===== src/rtl/huffman_frame_ctrl.sv =====
// Frame sequencer for huffman_encoder_v5: feeds one frame of source words into the
// encoder, closes the statistics window, marks the final word, then drains the
// encoder output FIFO through a small skid buffer into a valid/ready sink.
module huffman_frame_ctrl #(
    parameter logic [31:0] STAT_LEN   = 32'd8192,
    parameter int unsigned SKID_DEPTH = 2
) (
    input  logic        clk,
    input  logic        rstN,
    input  logic        go,
    input  logic [31:0] frame_len,
    input  logic [31:0] src_data,
    input  logic        src_valid,
    output logic        src_ready,
    output logic        enc_clean,
    output logic        enc_start,
    output logic [31:0] enc_in_data,
    output logic        enc_in_valid,
    output logic [2:0]  enc_last_mask,
    output logic        enc_stat_end,
    output logic        enc_in_end,
    input  logic        enc_in_full,
    input  logic        enc_done,
    output logic        enc_out_en,
    input  logic [31:0] enc_out_data,
    input  logic        enc_out_valid,
    input  logic        enc_out_empty,
    input  logic        enc_out_hfull,
    output logic [31:0] snk_data,
    output logic        snk_valid,
    input  logic        snk_ready,
    output logic        busy,
    output logic [31:0] hdr_len,
    output logic        hdr_len_valid
);
    localparam int unsigned PtrW = (SKID_DEPTH > 1) ? $clog2(SKID_DEPTH) : 1;
    localparam int unsigned CntW = $clog2(SKID_DEPTH + 1);

    typedef enum logic [2:0] {
        StIdle, StClean, StStart, StFeed, StWaitDone, StFlush, StHdr
    } state_e;

    state_e          state_q, state_d;
    logic [31:0]     len_q, len_d;
    logic [31:0]     sent_q, sent_d;
    logic            stat_q, stat_d;
    logic            end_q, end_d;
    logic [2:0]      mask_q, mask_d;
    logic [CntW-1:0] infl_q, infl_d;
    logic [CntW-1:0] skid_cnt_q, skid_cnt_d;
    logic [PtrW-1:0] rd_ptr_q, rd_ptr_d;
    logic [PtrW-1:0] wr_ptr_q, wr_ptr_d;
    logic [31:0]     skid_q [SKID_DEPTH];
    logic [31:0]     skid_d [SKID_DEPTH];

    logic            feed, drain, accept, last_word, stat_word, push, pop;
    logic [32:0]     sent_next;
    logic [2:0]      mask_now;
    logic [CntW:0]   occupancy;

    // Datapath strobes and all module outputs
    always_comb begin
        feed      = (state_q == StFeed);
        drain     = feed | (state_q == StWaitDone) | (state_q == StFlush);
        src_ready = feed & ~enc_in_full & ~enc_out_hfull;
        accept    = src_valid & src_ready;

        // 33-bit sum so a frame near 4 GiB still finds its final word
        sent_next = {1'b0, sent_q} + 33'd4;
        last_word = sent_next >= {1'b0, len_q};
        // Final word always satisfies the first term when frame_len > STAT_LEN
        stat_word = (sent_next >= {1'b0, STAT_LEN}) | last_word;
        // sent is a multiple of 4 and the remainder is 1..4, so 3 bits suffice
        mask_now  = len_q[2:0] - sent_q[2:0];

        enc_in_valid  = accept;
        enc_in_data   = accept ? src_data : '0;
        enc_stat_end  = stat_q | (accept & stat_word);
        enc_in_end    = end_q | (accept & last_word);
        enc_last_mask = (accept & last_word) ? mask_now : mask_q;
        enc_clean     = (state_q == StClean);
        enc_start     = (state_q == StStart);
        busy          = (state_q != StIdle);
        hdr_len       = len_q;
        hdr_len_valid = (state_q == StHdr);

        // Reads already issued count against skid space so the skid cannot overflow
        occupancy  = {1'b0, skid_cnt_q} + {1'b0, infl_q};
        enc_out_en = drain & ~enc_out_empty & (occupancy < (CntW + 1)'(SKID_DEPTH));
        // Only words this block requested are accepted; stale ones after a reset are dropped
        push       = enc_out_valid & (infl_q != '0);
        snk_valid  = (skid_cnt_q != '0);
        snk_data   = snk_valid ? skid_q[rd_ptr_q] : '0;
        pop        = snk_valid & snk_ready;
    end

    // Skid buffer and in-flight read bookkeeping
    always_comb begin
        skid_d     = skid_q;
        wr_ptr_d   = wr_ptr_q;
        rd_ptr_d   = rd_ptr_q;
        infl_d     = infl_q + CntW'(enc_out_en) - CntW'(push);
        skid_cnt_d = skid_cnt_q + CntW'(push) - CntW'(pop);
        if (push) begin
            skid_d[wr_ptr_q] = enc_out_data;
            wr_ptr_d = (wr_ptr_q == PtrW'(SKID_DEPTH - 1)) ? '0 : wr_ptr_q + 1'b1;
        end
        if (pop) begin
            rd_ptr_d = (rd_ptr_q == PtrW'(SKID_DEPTH - 1)) ? '0 : rd_ptr_q + 1'b1;
        end
    end

    // Frame sequencing FSM
    always_comb begin
        state_d = state_q;
        len_d   = len_q;
        sent_d  = sent_q;
        stat_d  = stat_q;
        end_d   = end_q;
        mask_d  = mask_q;
        unique case (state_q)
            StIdle: begin
                if (go && frame_len != '0) begin
                    state_d = StClean;
                    len_d   = frame_len;
                end
            end
            StClean: begin
                state_d = StStart;
                sent_d  = '0;
                stat_d  = 1'b0;
                end_d   = 1'b0;
                mask_d  = '0;
            end
            StStart: state_d = StFeed;
            StFeed: begin
                if (accept) begin
                    sent_d = sent_next[31:0];
                    if (stat_word) stat_d = 1'b1;
                    if (last_word) begin
                        end_d   = 1'b1;
                        mask_d  = mask_now;
                        state_d = StWaitDone;
                    end
                end
            end
            StWaitDone: begin
                if (enc_done) state_d = StFlush;
            end
            StFlush: begin
                if (enc_out_empty && infl_q == '0 && skid_cnt_q == '0) begin
                    state_d = StHdr;
                    stat_d  = 1'b0;
                    end_d   = 1'b0;
                    mask_d  = '0;
                end
            end
            StHdr:   state_d = StIdle;
            default: state_d = StIdle;
        endcase
    end

    // State registers with synchronous active-low reset
    always_ff @(posedge clk) begin
        if (!rstN) begin
            state_q    <= StIdle;
            len_q      <= '0;
            sent_q     <= '0;
            stat_q     <= 1'b0;
            end_q      <= 1'b0;
            mask_q     <= '0;
            infl_q     <= '0;
            skid_cnt_q <= '0;
            rd_ptr_q   <= '0;
            wr_ptr_q   <= '0;
            skid_q     <= '{default: '0};
        end else begin
            state_q    <= state_d;
            len_q      <= len_d;
            sent_q     <= sent_d;
            stat_q     <= stat_d;
            end_q      <= end_d;
            mask_q     <= mask_d;
            infl_q     <= infl_d;
            skid_cnt_q <= skid_cnt_d;
            rd_ptr_q   <= rd_ptr_d;
            wr_ptr_q   <= wr_ptr_d;
            skid_q     <= skid_d;
        end
    end

endmodule


===== config.mk =====
export PLATFORM = sky130hd
export DESIGN_NAME = huffman_frame_ctrl
export DESIGN_NICKNAME = d
export VERILOG_FILES = /design/src/rtl/huffman_frame_ctrl.sv
export SDC_FILE = /design/constraint.sdc
export NUM_CORES = 1
export LEC_CHECK = 0
export CAP_MARGIN = 20
export CORE_MARGIN = 3
export CORE_UTILIZATION = 44
export CTS_CLUSTER_SIZE = 12
export DETAILED_ROUTE_END_ITERATION = 12
export PLACE_DENSITY = 0.79
export SLEW_MARGIN = 20
export SYNTH_ARGS = -nofsm -noshare
export SYNTH_HDL_FRONTEND = slang
export SYNTH_SLANG_ARGS = --single-unit

===== constraint.sdc =====
create_clock -name clk -period 4.6 [get_ports clk]
set_input_delay 0.69 -clock clk [delete_from_list [all_inputs] [get_ports clk]]
set_output_delay 0.69 -clock clk [all_outputs]
set_load 0.03 [all_outputs]

==> flow_metrics.env, run 1 <==
export IMPL_ir_worst_vdd_uv=283.5
export IMPL_drive_gt1_share_pct=14.57
export IMPL_totalWireLength_um=23470
export IMPL_multi_input_area_sq_um=4910
export IMPL_fin_crit_sh_pct=109.4
export IMPL_final_cell_area_sq_um=11630
export IMPL_initial_core_util_pct=45.38
export IMPL_nFillCells=1385
export IMPL_worstPathRequired_ns=3.91
export IMPL_r2r_setup_slack_ns=0.64
export IMPL_grt_remaining_overflow=0
export IMPL_gp_congestion=0.8946
export IMPL_crit_arrival_ns=4.34
export IMPL_clkTransAtPathRegs_ns=0.06
export IMPL_layout_setup_ws_ns=-0.4332
export IMPL_syn_cell_area_sq_um=7931
export IMPL_die_y_um=140.3
export IMPL_async_flop_share_pct=0
export IMPL_synth_area_leader_cell="dfxtp_1"
export IMPL_numCtsBuffers=17
export IMPL_max_freq_mhz=198.7
export IMPL_syn_inst=984
export IMPL_grt_pass1_wl_um=37760
export IMPL_crit_type="reg -> out"
export IMPL_setup_viol=5
export IMPL_cellLeakagePower_nw=4.675
export IMPL_syn_avg_cell_area_sq_um=8.060
export IMPL_drt_iter0_markers=502
export IMPL_drtAntennaViolNets=0
export IMPL_grt_max_degree=106
export IMPL_slew_viol_final=0
export IMPL_yosysUniqueCellTypes=62
export IMPL_layout_nets=1383
export IMPL_relSlewSlack_pct=26.23
export IMPL_violations="negative setup slack"
export IMPL_io_buffers=214
export IMPL_htreeDepth=4
export IMPL_antenna_found_initial=1
export IMPL_reg2regPathDepth=18
export IMPL_ys_flop_type="dfxtp_1"
export IMPL_fp_dieW_um=140.3
export IMPL_yosysWarningCount=0
export IMPL_tightest_slew_ns=1.107
export IMPL_cp_end_kind="output port"
export IMPL_r2r_end="mask_q[1]"
export IMPL_dpl_cell_area_sq_um=10680
export IMPL_power_density_nw_per_um2=322.0
export IMPL_final_util_pct=66.57
export IMPL_cts_tree="done"
export IMPL_cp_startpoint="sent_q[2]"
export IMPL_hold_viol_final=0
export IMPL_drv_cap=0
export IMPL_drt_wirelength_per_cell_um=15.85
export IMPL_synth_nets=1124
export IMPL_yosys_area_top_type_share_pct=35.34
export IMPL_worst_path_max_fanout=4
export IMPL_pin_count=215
export IMPL_grt_pass1_vias=7527
export IMPL_synthTopCellsByCount="169 x nand2_1, 140 x dfxtp_1, 80 x a21boi_0"
export IMPL_period_needed_ns=5.033
export IMPL_dp_final_hpwl_um=16220
export IMPL_rsz0062_at_grt="true"
export IMPL_clk_path_buf_depth=2
export IMPL_root_buffer="clkbuf_16"
export IMPL_ys_top_cells_by_area="dfxtp_1 35%, mux2i_1 8.1%, nand2_1 8.0%"
export IMPL_dieArea_sq_um=19670
export IMPL_synth_seq_cells=140
export IMPL_whs_ns=0.4470
export IMPL_min_path_type="reg -> reg"
export IMPL_route_detailed_drc=0
export IMPL_finalPower_w=0.003746
export IMPL_core_sq_um=17480
export IMPL_cts_sinks=140
export IMPL_regArea_sq_um=2815
export IMPL_antenna_cells=0
export IMPL_rows=48
export IMPL_grtUsageTotal_pct=23.25
export IMPL_outcome="finished, violations left"
export IMPL_yosysSeqAreaShare_pct=35.34
export IMPL_via_per_inst=5.199
export IMPL_fin_setup_tns_ns=-1.707
export IMPL_vias=7700
export IMPL_r2r_start="sent_q[2]"
export IMPL_syn_to_final_growth_pct=46.68
export IMPL_synth_edf_count=0
export IMPL_yosysMostFrequentCell="nand2_1"
export IMPL_startpoint_type="register"
export IMPL_clk_latency_ns=0.42
export IMPL_dr_pass1_iters=5
export IMPL_cp_endpoint="enc_last_mask[1]"
export IMPL_fin_skew_ns=0.006171
repair_timing:
item                       CTS  global route
setup endpoints to repair    5             5
gates resized for setup     48            16
hold buffers                 0             0
gates cloned                 0             0
pin swaps                   15            14
setup buffers               13             4
registers in the layout, indices dropped and copies added (netlist names):
register and count:
sent_q 30, wr_ptr_q 1, skid_cnt_q 2, stat_q 1
end_q 1, rd_ptr_q 1, infl_q 2, skid_q 64
mask_q 3, state_q 3, hdr_len 32
layout by cell type, fill, tap and decap left out, drive strengths merged, types with 5 or more instances in the layout:
cell type / count
a21boi: 80
xnor2: 27
o21ai: 28
nor4: 16
xor2: 11
ha: 33
and3: 41
and2: 16
clkdlybuf4s50: 207
nor2: 55
dfxtp: 140
nand4: 11
a21oi: 19
clkbuf: 18
nor3: 19
nand2: 169
nand3: 44
mux2i: 64
nor2b: 43
and4: 5
buf: 99
inv: 55
per-layer routing:
metal / track usage [%] / vias to the layer above / routed length, um / share of wire (%)
met5: 0 / - / 13 / 0.055
met4: 5.966 / 2 / 367 / 1.6
met3: 7.067 / 29 / 1757 / 7.5
met2: 39.04 / 246 / 11390 / 49
met1: 29.19 / 3570 / 9937 / 42
li1: - / 3853 / - / -
metrics by stage:
step,worst slack [ns],cells
final,-0.4332,1481
after global routing,-0.5780,1481
after CTS,-0.4244,1477
after detailed placement,-0.4907,1432
after global placement,-0.4003,1432
after floorplan,0.005197,984
cell families after synthesis:
kind of cell | count (synthesis) | share of synthesized area [%]
DFF | 140 | 35.34
buffers and inverters | 113 | 5.490
adders and majority gates | 35 | 5.585
muxes | 67 | 8.503
and+or+nand+nor | 432 | 27.13
xor gates and xnor gates | 38 | 4.196
other | 2 | 0.09469
AOI/OAI and AO/OA | 157 | 13.66
how the worst min path moves through the flow:
stage / startpoint / end / slack (ns) / depth (start not counted)
2_1_floorplan: stat_q / stat_q / 0.42 / 2
3_3_place_gp: stat_q / stat_q / 0.44 / 2
3_5_place_dp: stat_q / stat_q / 0.44 / 2
4_1_cts: stat_q / stat_q / 0.45 / 2
5_1_grt: stat_q / stat_q / 0.48 / 2
6_report: stat_q / stat_q / 0.45 / 2
power by group:
group | leakage (nW) | internal (W) | switching (W)
combinational | 3.25 | 0.000414 | 0.000519
clock | 0.291 | 0.000783 | 0.000587
sequential | 1.14 | 0.00132 | 0.000123
total | 4.68 | 0.00252 | 0.00123
final cells by class:
cell class	count	share of cell area (%)
clock buffer	18	3.775
clock inverter	14	1.301
inverter	47	1.516
timing repair buffer	306	24.59
sequential	140	24.20
tap	225	2.420
multi-input combinational	731	42.20
critical path: stages (launching register included):
cell       delay [ns]
dfxtp_4          0.37
ha_4             0.15
nand3_4          0.06
or3_4            0.40
nor4_4           0.29
nand3_2          0.18
xnor2_2          0.28
ha_4             0.26
buf_6            0.12
nand4_1          0.10
a31oi_2          0.06
a2111oi_4        0.31
or2b_1           0.26
a31o_1           0.21
o21ai_4          0.22
nor2_4           0.08
buf_6            0.13
mux2_4           0.30
buf_6            0.14
Power figures use the tool's default switching activity.
==> run 2, diff against run 1 <==
--- a/config.mk
+++ b/config.mk
@@ -5,8 +5,8 @@
 export SDC_FILE = /design/constraint.sdc
 export NUM_CORES = 1
 export LEC_CHECK = 0
+export ABC_AREA = 1
 export CAP_MARGIN = 20
-export CORE_MARGIN = 3
 export CORE_UTILIZATION = 44
 export CTS_CLUSTER_SIZE = 12
 export DETAILED_ROUTE_END_ITERATION = 12
==> run 2 against run 1 <==
Critical path depth grew 1. Critical endpoint unchanged. Hold slack gained 0.0070 ns. Die area shrank 7.7%. The run now ends clean. Utilization shrank 4.4 points.
==> flow_metrics.env, run 2 <==
export IMPL_grt_util_met2_pct=44.44
export IMPL_totalWireLength_um=24480
export IMPL_yosysSeqAreaShare_pct=36.15
export IMPL_synthTopCellsByCount="216 x nand2_1, 175 x a21oi_1, 150 x inv_1"
export IMPL_vias=8265
export IMPL_final_common_cell="nand2_1"
export IMPL_final_cell_area_sq_um=10710
export IMPL_min_path_type="reg -> reg"
export IMPL_cts_sinks=140
export IMPL_hold_end="skid_q[6]"
export IMPL_r2r_setup_slack_ns=1.57
export IMPL_largest_reg_flops=64
export IMPL_ir_worst_vdd_uv=275.3
export IMPL_max_freq_mhz=233.7
export IMPL_drive_gt1_share_pct=7.920
export IMPL_cp_end_kind="output port"
export IMPL_grtUsageTotal_pct=27.25
export IMPL_rows=48
export IMPL_drtAntennaViolNets=0
export IMPL_syn_cell_area_sq_um=7752
export IMPL_yosys_area_top_type_share_pct=36.15
export IMPL_relSlewSlack_pct=33.04
export IMPL_clk_latency_ns=0.44
export IMPL_ys_flop_type="dfxtp_1"
export IMPL_core_sq_um=17240
export IMPL_route_detailed_drc=0
export IMPL_dp_cells=1544
export IMPL_startpoint_type="register"
export IMPL_whs_path_depth=2
export IMPL_hold_viol_final=0
export IMPL_period_needed_ns=4.279
export IMPL_fp_dieW_um=134.7
export IMPL_slew_viol_final=0
export IMPL_nFillCells=1527
export IMPL_r2r_start="sent_q[4]"
export IMPL_syn_to_final_growth_pct=38.20
export IMPL_most_common_layout_cells="216 x nand2_1, 208 x clkdlybuf4s50_1, 175 x a21oi_1, 150 x inv_1, 138 x dfxtp_1"
export IMPL_yosysUniqueCellTypes=37
export IMPL_r2r_end="end_q"
export IMPL_dp_final_hpwl_um=17890
export IMPL_pwr_share_comb_pct=38.5
export IMPL_post_cts_buffers=0
export IMPL_synth_edf_count=0
export IMPL_pin_count=215
export IMPL_final_util_pct=62.16
export IMPL_reg2regPathDepth=18
export IMPL_worst_path_max_fanout=6
export IMPL_antenna_found_initial=0
export IMPL_root_buffer="clkbuf_16"
export IMPL_hold_start="skid_q[6]"
export IMPL_die_y_um=134.7
export IMPL_worst_path_stages=19
export IMPL_seqPwrFrac_pct=31.4
export IMPL_layout_nets=1478
export IMPL_cts_tree="done"
export IMPL_fin_skew_ns=0.01730
export IMPL_dpl_cell_area_sq_um=10060
export IMPL_largest_register="skid_q"
export IMPL_crit_type="reg -> out"
export IMPL_setup_viol=0
export IMPL_fin_crit_sh_pct=93.02
export IMPL_numCtsBuffers=17
export IMPL_synth_area_leader_cell="dfxtp_1"
export IMPL_antenna_cells=0
export IMPL_path_cells="nand3_2 > nor2_4 > nand2_2 > nor2_1 > nand2_1 > xnor2_1 > ha_1 > nand2_1 > nor4_1 > nand3_1 > nor2_1 > nand2_1 > nor2_1 > nor2_2 > nand2_2 > nand2_1 > nand2_1 > nand2_1 > buf_4"
export IMPL_via_per_inst=5.244
export IMPL_grt_pass1_vias=7697
export IMPL_finalPower_w=0.004854
export IMPL_intPower_w=0.002958
export IMPL_switching_power_w=0.001896
export IMPL_met3_usage_pct=6.269
export IMPL_grt_pass1_wl_um=38730
export IMPL_crit_buf_inv=1
export IMPL_clkTransAtPathRegs_ns=0.06
export IMPL_clkPwrFrac_pct=30.1
export IMPL_grt_use_met1_pct=33.57
export IMPL_p_sw_share_pct=39.06
export IMPL_power_density_nw_per_um2=453.0
export IMPL_syn_avg_cell_area_sq_um=6.747
export IMPL_ys_top_cells_by_area="dfxtp_1 36%, a21oi_1 11%, nand2_1 10%"
export IMPL_syn_inst=1149
export IMPL_io_buffers=214
export IMPL_worstPathRequired_ns=3.91
export IMPL_outcome="finished, final reports clean"
export IMPL_dieArea_sq_um=18150
export IMPL_cellLeakagePower_nw=4.342
export IMPL_initial_core_util_pct=44.98
export IMPL_grt_remaining_overflow=0
export IMPL_dr_pass1_iters=6
export IMPL_yosysWarningCount=0
export IMPL_drv_cap=0
export IMPL_slowest_delay_ns=0.46
export IMPL_gp_congestion=0.9830
export IMPL_grt_max_degree=73
export IMPL_drt_wirelength_per_cell_um=15.53
export IMPL_crit_path_frequent_cell="nand2_1"
export IMPL_fin_setup_tns_ns=0
export IMPL_clk_path_buf_depth=2
export IMPL_yosysMostFrequentCell="nand2_1"
export IMPL_synth_nets=1289
export IMPL_async_flop_share_pct=0
export IMPL_crit_family="simple AND/OR/NAND/NOR gates"
export IMPL_drt_iter0_markers=524
export IMPL_htreeDepth=4
export IMPL_cpMaxStageDelayCell="dfxtp_1"
export IMPL_synth_seq_cells=140
export IMPL_crit_arrival_ns=3.59
export IMPL_stdcell_count=1576
export IMPL_grt_busiest_layer="met2"
export IMPL_tightest_slew_ns=1.003
run 2: cell count changes in the layout (fill, tap and decap cells not counted), moves of 42 or more:
cell	change
buf_4	-73
o21ai_0	+78
a21boi_0	-79
mux2i_1	-64
inv_1	+103
nand2_1	+48
nor2b_1	-43
a21oi_1	+158
nor2_1	+42
run 2: kinds of logic (layout without fill, tap and decap cells):
logic type | after synthesis | after routing | synth area share, %
other | 2 | 2 | 0.09687
xor gates and xnor gates | 24 | 24 | 2.711
AOI/OAI and AO/OA | 290 | 290 | 19.19
DFF | 140 | 140 | 36.15
adders and majority gates | 34 | 34 | 5.584
buffers and inverters | 215 | 417 | 10.43
and+or+nand+nor | 444 | 444 | 25.84
run 2: metrics by stage:
step / hold slack, ns / setup WS (ns)
after floorplan: 0.4297 / 1.145
after global placement: 0.4395 / 0.8230
after detailed placement: 0.4470 / 0.7178
after CTS: 0.4564 / 0.2175
after global routing: 0.4716 / -0.002551
final: 0.4540 / 0.3213
run 2: power by group through the flow:
stage / sequential, W / clock, W / combinational, W
6_report: 0.00152 / 0.00146 / 0.00187
2_1_floorplan: 0.00169 / 0 / 0.000979
5_1_grt: 0.00155 / 0.00154 / 0.00204
3_5_place_dp: 0.00155 / 0 / 0.00185
3_3_place_gp: 0.00154 / 0 / 0.00184
4_1_cts: 0.00152 / 0.00148 / 0.00186
run 2: final cells by class:
cell class	count	area, sq um	area share [%]
clock buffers	19	452.9	4.227
clock inverters	13	175.2	1.635
inverters	160	600.6	5.606
multi-input cells	794	4167	38.89
flip-flops and latches	140	2805	26.18
well taps	225	281.5	2.628
repair buffers	225	2232	20.83
run 2: how the worst max path moves through the flow:
stage	end	slack, ns	start
after floorplan	enc_last_mask[0]	1.15	sent_q[2]
after global placement	enc_last_mask[1]	0.82	sent_q[2]
after detailed placement	enc_last_mask[1]	0.72	sent_q[2]
after CTS	enc_last_mask[1]	0.22	sent_q[2]
after global routing	enc_last_mask[1]	-0.003	sent_q[4]
final	enc_last_mask[1]	0.32	sent_q[4]
run 2: worst reg2reg max path, stage by stage, from the launching register on:
cell	delay, ns
dfxtp_1	0.46
nand3_2	0.18
nor2_4	0.20
nand2_2	0.14
nor2_1	0.20
nand2_1	0.11
xnor2_1	0.17
ha_1	0.29
nand2_1	0.07
nor4_1	0.28
nand3_1	0.10
nor2_1	0.12
nand2_1	0.06
nor2_1	0.11
nor2_2	0.08
nand3_2	0.12
nand2_2	0.09
nand2_1	0.09
a21oi_2	0.05
run 2: layer usage:
| metal | part of all wire, % | wire length (um) |
|---|---|---|
| met5 | 0 | 0 |
| met4 | 4.5 | 1090 |
| met3 | 7.1 | 1745 |
| met2 | 47 | 11400 |
| met1 | 42 | 10240 |
run 2: timing repair:
item | CTS | global route
hold buffers | 0 | 0
resized for setup | 0 | 4
setup endpoints to repair | 0 | 4
==> run 3, diff against run 2 <==
--- a/config.mk
+++ b/config.mk
@@ -6,7 +6,6 @@
 export NUM_CORES = 1
 export LEC_CHECK = 0
 export ABC_AREA = 1
-export CAP_MARGIN = 20
 export CORE_UTILIZATION = 44
 export CTS_CLUSTER_SIZE = 12
 export DETAILED_ROUTE_END_ITERATION = 12
==> results of run 3 <==
Same layout as run 2: the final DEF is identical, and so are final timing and power.
==> edit 1: new RTL, flow settings as in run 3 <==
Set the parameter `SKID_DEPTH` to 8 (it was 2).
--- a/src/rtl/huffman_frame_ctrl.sv
+++ b/src/rtl/huffman_frame_ctrl.sv
@@ -4,5 +4,5 @@
 module huffman_frame_ctrl #(
     parameter logic [31:0] STAT_LEN   = 32'd8192,
-    parameter int unsigned SKID_DEPTH = 2
+    parameter int unsigned SKID_DEPTH = 8
 ) (
     input  logic        clk,
Function: changed (Yosys sat finds a counterexample within 10 cycles, from zero or initial values and one cycle with rstN low).
==> edit 1 against run 3 <==
- synthesized cell count up 110%
- critical endpoint is now enc_last_mask[0]
- sequential cell count increased by 200
- clock power rose by 100%
- hold slack worse by 0.011 ns
- setup slack lost 0.063 ns
- total power grew 120%
- area after synthesis is 120% higher
- wire length up 110%
- core utilization shrank 7.8 points
- clock skew is 0.0031 ns lower
- cell area up 91%
- global-route usage decreased by 1.8 points
==> edit 1: results (changes against run 3) <==
- First-pass GRT wire length: 80900 um (+110%)
- Post-DP HPWL: 32200 um (+80%)
- Synth Area in Compound Gates: 21.5% (+2.3 points)
- Placed insts: 3036 (+97%)
- Routed length on met1: 21600 um (+110%)
- WHS Endpoint: skid_q[0]$_SDFFE_PN0P_
- Worst reg2reg setup slack: 1.43 ns (-0.14 ns)
- Num CTS Buffers: 38 (+21)
- Synth Area in XOR/XNOR: 1.36% (-1.4 points)
- Worst-margin pin slew: 1.06 ns (+0.0525 ns)
- Clk_skew: 0.0142 ns (-0.00312 ns)
- Synth Area in Adders: 3.59% (-2.0 points)
- Initial DRC count: 1596 (+200%)
- Place WS: 0.150 ns (-0.567 ns)
- Synth cell types: 44 (+19%)
- Via/cell ratio: 5.40 (+2.9%)
- Seq/total area: 33.4% (+7.2 points)
- Clock buf count: 55 (+36)
- Synth area leaders: dfxtp_1, nor2_1, o21ai_0, a21oi_1, inv_1
- # nets final: 2721 (+84%)
- Met3 Use GR: 3.33% (-2.9 points)
- PostCTS Resize Cnt: 15 (+15)
- Status: finished, final reports clean
- Leakage dissipation: 8.49 nW (+96%)
- Worst r2r dst: mask_q[0]$_SDFFE_PN0P_
- Non-clk invs: 224 (+40%)
- Worst skew pair latency: 0.54 ns (+0.10 ns)
- Synthesized flop and latch total: 340 (+140%)
- Worst Hold Slack: 0.443 ns (-0.0114 ns)
- Synth-to-Final Area Change: 21.7%
- Synthesized area per cell: 6.80 um2 (+0.76%)
- Largest net degree at the start of global routing: 186 (+150%)
edit 1: power by group through the flow:
stage               combinational [W]  clock (W)  sequential [W]
finish                        0.00416    0.00298         0.00361
detailed placement            0.00410          0         0.00366
CTS                           0.00413    0.00303         0.00360
global placement              0.00402          0         0.00364
floorplan                     0.00253          0         0.00372
global route                  0.00454    0.00316         0.00365
edit 1: critical path: stages, from the launching register on:
cell     delay (ns)
dfxtp_4        0.38
ha_4           0.16
nand4_1        0.17
nor2_4         0.24
nand2_1        0.09
xnor2_1        0.26
ha_1           0.31
nand2_1        0.14
nor2_2         0.07
nand4_1        0.10
nor2_1         0.05
nor2_1         0.11
nand3_1        0.09
nand2_1        0.07
nor2_1         0.04
nand2_1        0.06
nand3_1        0.13
nand2_2        0.14
nand2_4        0.07
nand2_2        0.11
nand2_1        0.09
nand2_1        0.06
buf_2          0.19
==> edit 2: new RTL, settings of run 3 <==
Without the edit above. Reset style: asynchronous (`rstN`), changed in one clocked block. Comments in the files are not updated.
--- a/src/rtl/huffman_frame_ctrl.sv
+++ b/src/rtl/huffman_frame_ctrl.sv
@@ -162,5 +162,5 @@
 
     // State registers with synchronous active-low reset
-    always_ff @(posedge clk) begin
+    always_ff @(posedge clk or negedge rstN) begin
         if (!rstN) begin
             state_q    <= StIdle;
Check against the original RTL: differs if rstN is asserted again (counterexample within 4 cycles, from zero or initial values and one cycle with rstN low); with rstN held inactive, the same outputs for 10 cycles.
==> edit 2 against run 3 <==
- critical endpoint is now enc_last_mask[0]
- area after synthesis up 4.6%
- cell area up 6.0%
- total power up 40%
- sequential cell count unchanged
- first-iteration DRC count up 21%
- combinational power up 80%
- setup slack worse by 0.18 ns
- wire length down 0.42%
==> edit 2: results (changes against run 3) <==
- Final setup margin: 0.137 ns (-0.184 ns)
- Fraction of registers with async set/reset: 100% (+100 points)
- Clk pwr: 0.00139 W (-5%)
- Hold Crit Class: in -> async
- Cell taking the most area after synthesis: dfrtp_1
- Post-DP HPWL: 17900 um (-0.17%)
- Worst r2r dst: mask_q[1]$_DFFE_PN0P_
- Sw frac: 45.1% (+6.0 points)
- Post-synth top cells: nand2_1, inv_1, dfrtp_1, o21ai_0, nor2_1
- Leakage dissipation: 5.67 nW (+31%)
- Critical Path AT: 3.77 ns (+0.18 ns)
- First-pass GRT wire length: 38300 um (-1.2%)
- Logic gate share of total power: 49.3% (+11 points)
- Placed insts: 1537 (-0.45%)
- Synth cell types: 34 (-8.1%)
- Status: finished, final reports clean
- DRT Pass-1 Iters: 5 (-1)
- Final Non-Filler Cells: 1583 (+0.44%)
- Clk_skew: 0.0100 ns (-0.00727 ns)
- Vias: 8047 (-2.6%)
- Slew Limit Headroom: 29.9% (-3.1 points)
- Largest net degree at the start of global routing: 77 (+5.5%)
- Post-Synthesis Cells: 1118 (-2.7%)
- Synth area leaders: dfrtp_1, nand2_1, inv_1, o21ai_0, ha_1
- Initial DRC count: 634 (+21%)
- Worst reg2reg setup slack: 0.92 ns (-0.65 ns)
-- edit 2: changes by cell type in the layout (fill, tap and decap cells not counted), sizes merged, moves of 4 or more --
cell	run 3	this run
nand2	231	302
a21oi	180	50
buf	17	35
clkinv	6	1
xnor2	8	4
dfxtp	140	0
nor2	108	101
inv	163	224
dfrtp	0	140
nand3	71	35
o21ai	104	109
nand4	6	21
o22ai	0	16
-- edit 2: repair_timing --
| item | CTS | global route |
|---|---|---|
| endpoints found under the setup margin | 4 | 5 |
| resized for setup | 23 | 37 |
| pin swaps | 1 | 20 |
| gates cloned | 0 | 0 |
| hold buffers | 0 | 0 |
| buffers inserted | 3 | 11 |
-- edit 2: worst max-delay path by stage --
stage / cells past startpoint / to
finish: 22 / enc_last_mask[0]
global route: 22 / enc_last_mask[2]
floorplan: 23 / enc_last_mask[0]
detailed placement: 23 / enc_last_mask[0]
CTS: 24 / enc_last_mask[0]
global placement: 24 / enc_last_mask[2]
-- edit 2: kinds of logic after synthesis --
kind of cell | after synthesis | synth area share, %
and+or+nand+nor | 484 | 25.4
other | 2 | 0.0926
adders and majority gates | 34 | 5.34
buffers and inverters | 253 | 11.8
xor gates and xnor gates | 22 | 2.38
DFF | 140 | 43.2
AOI/OAI and AO/OA | 183 | 11.8
-- edit 2: metal layers --
layer	global-route usage, %	wire, um	share of wire [%]	vias to the layer above
li1	-	-	-	3936
met1	31.5	9740	40	3783
met2	45.7	12400	51	277
met3	6.03	1480	6.1	51
met4	9.72	764	3.1	0
met5	0	0	0	-
-- edit 2: final cells by class --
type                            instances  area (um2)
Fill cell                            1528        6660
Inverter                              214         806
Clock buffer                           17         425
Clock inverter                         15         169
Tap cell                              229         287
Timing Repair Buffer                  243        2360
Sequential cell                       140        3510
Multi-Input combinational cell        725        3810
-- edit 2: critical path, cell delays in order (launching register included) --
cell      delay (ns)
dfrtp_1         0.40
nand2_1         0.15
nor2_1          0.19
nand4_1         0.13
nor2_1          0.29
xor2_1          0.33
inv_1           0.10
ha_1            0.28
nand4_1         0.15
nor2_2          0.17
o21ai_0         0.11
nand3b_1        0.11
nand2_1         0.06
nor2_1          0.09
nand2_1         0.06
nand3_1         0.08
nand2_1         0.07
nand2_2         0.14
nand2_4         0.09
inv_4           0.07
nand2_1         0.07
nand2_1         0.07
buf_4           0.15
-- edit 2: per-stage QoR --
stage | util, % | area, um2 | power, W | hold WS (ns)
2_1_floorplan | - | 8110 | 0.00403 | 0.394
3_3_place_gp | 58.4 | 10500 | 0.00528 | 0.465
3_5_place_dp | 58.4 | 10500 | 0.00535 | 0.463
4_1_cts | 61.8 | 11100 | 0.00678 | 0.326
5_1_grt | 63.0 | 11400 | 0.00725 | 0.351
6_report | 63.0 | 11400 | 0.00682 | 0.298
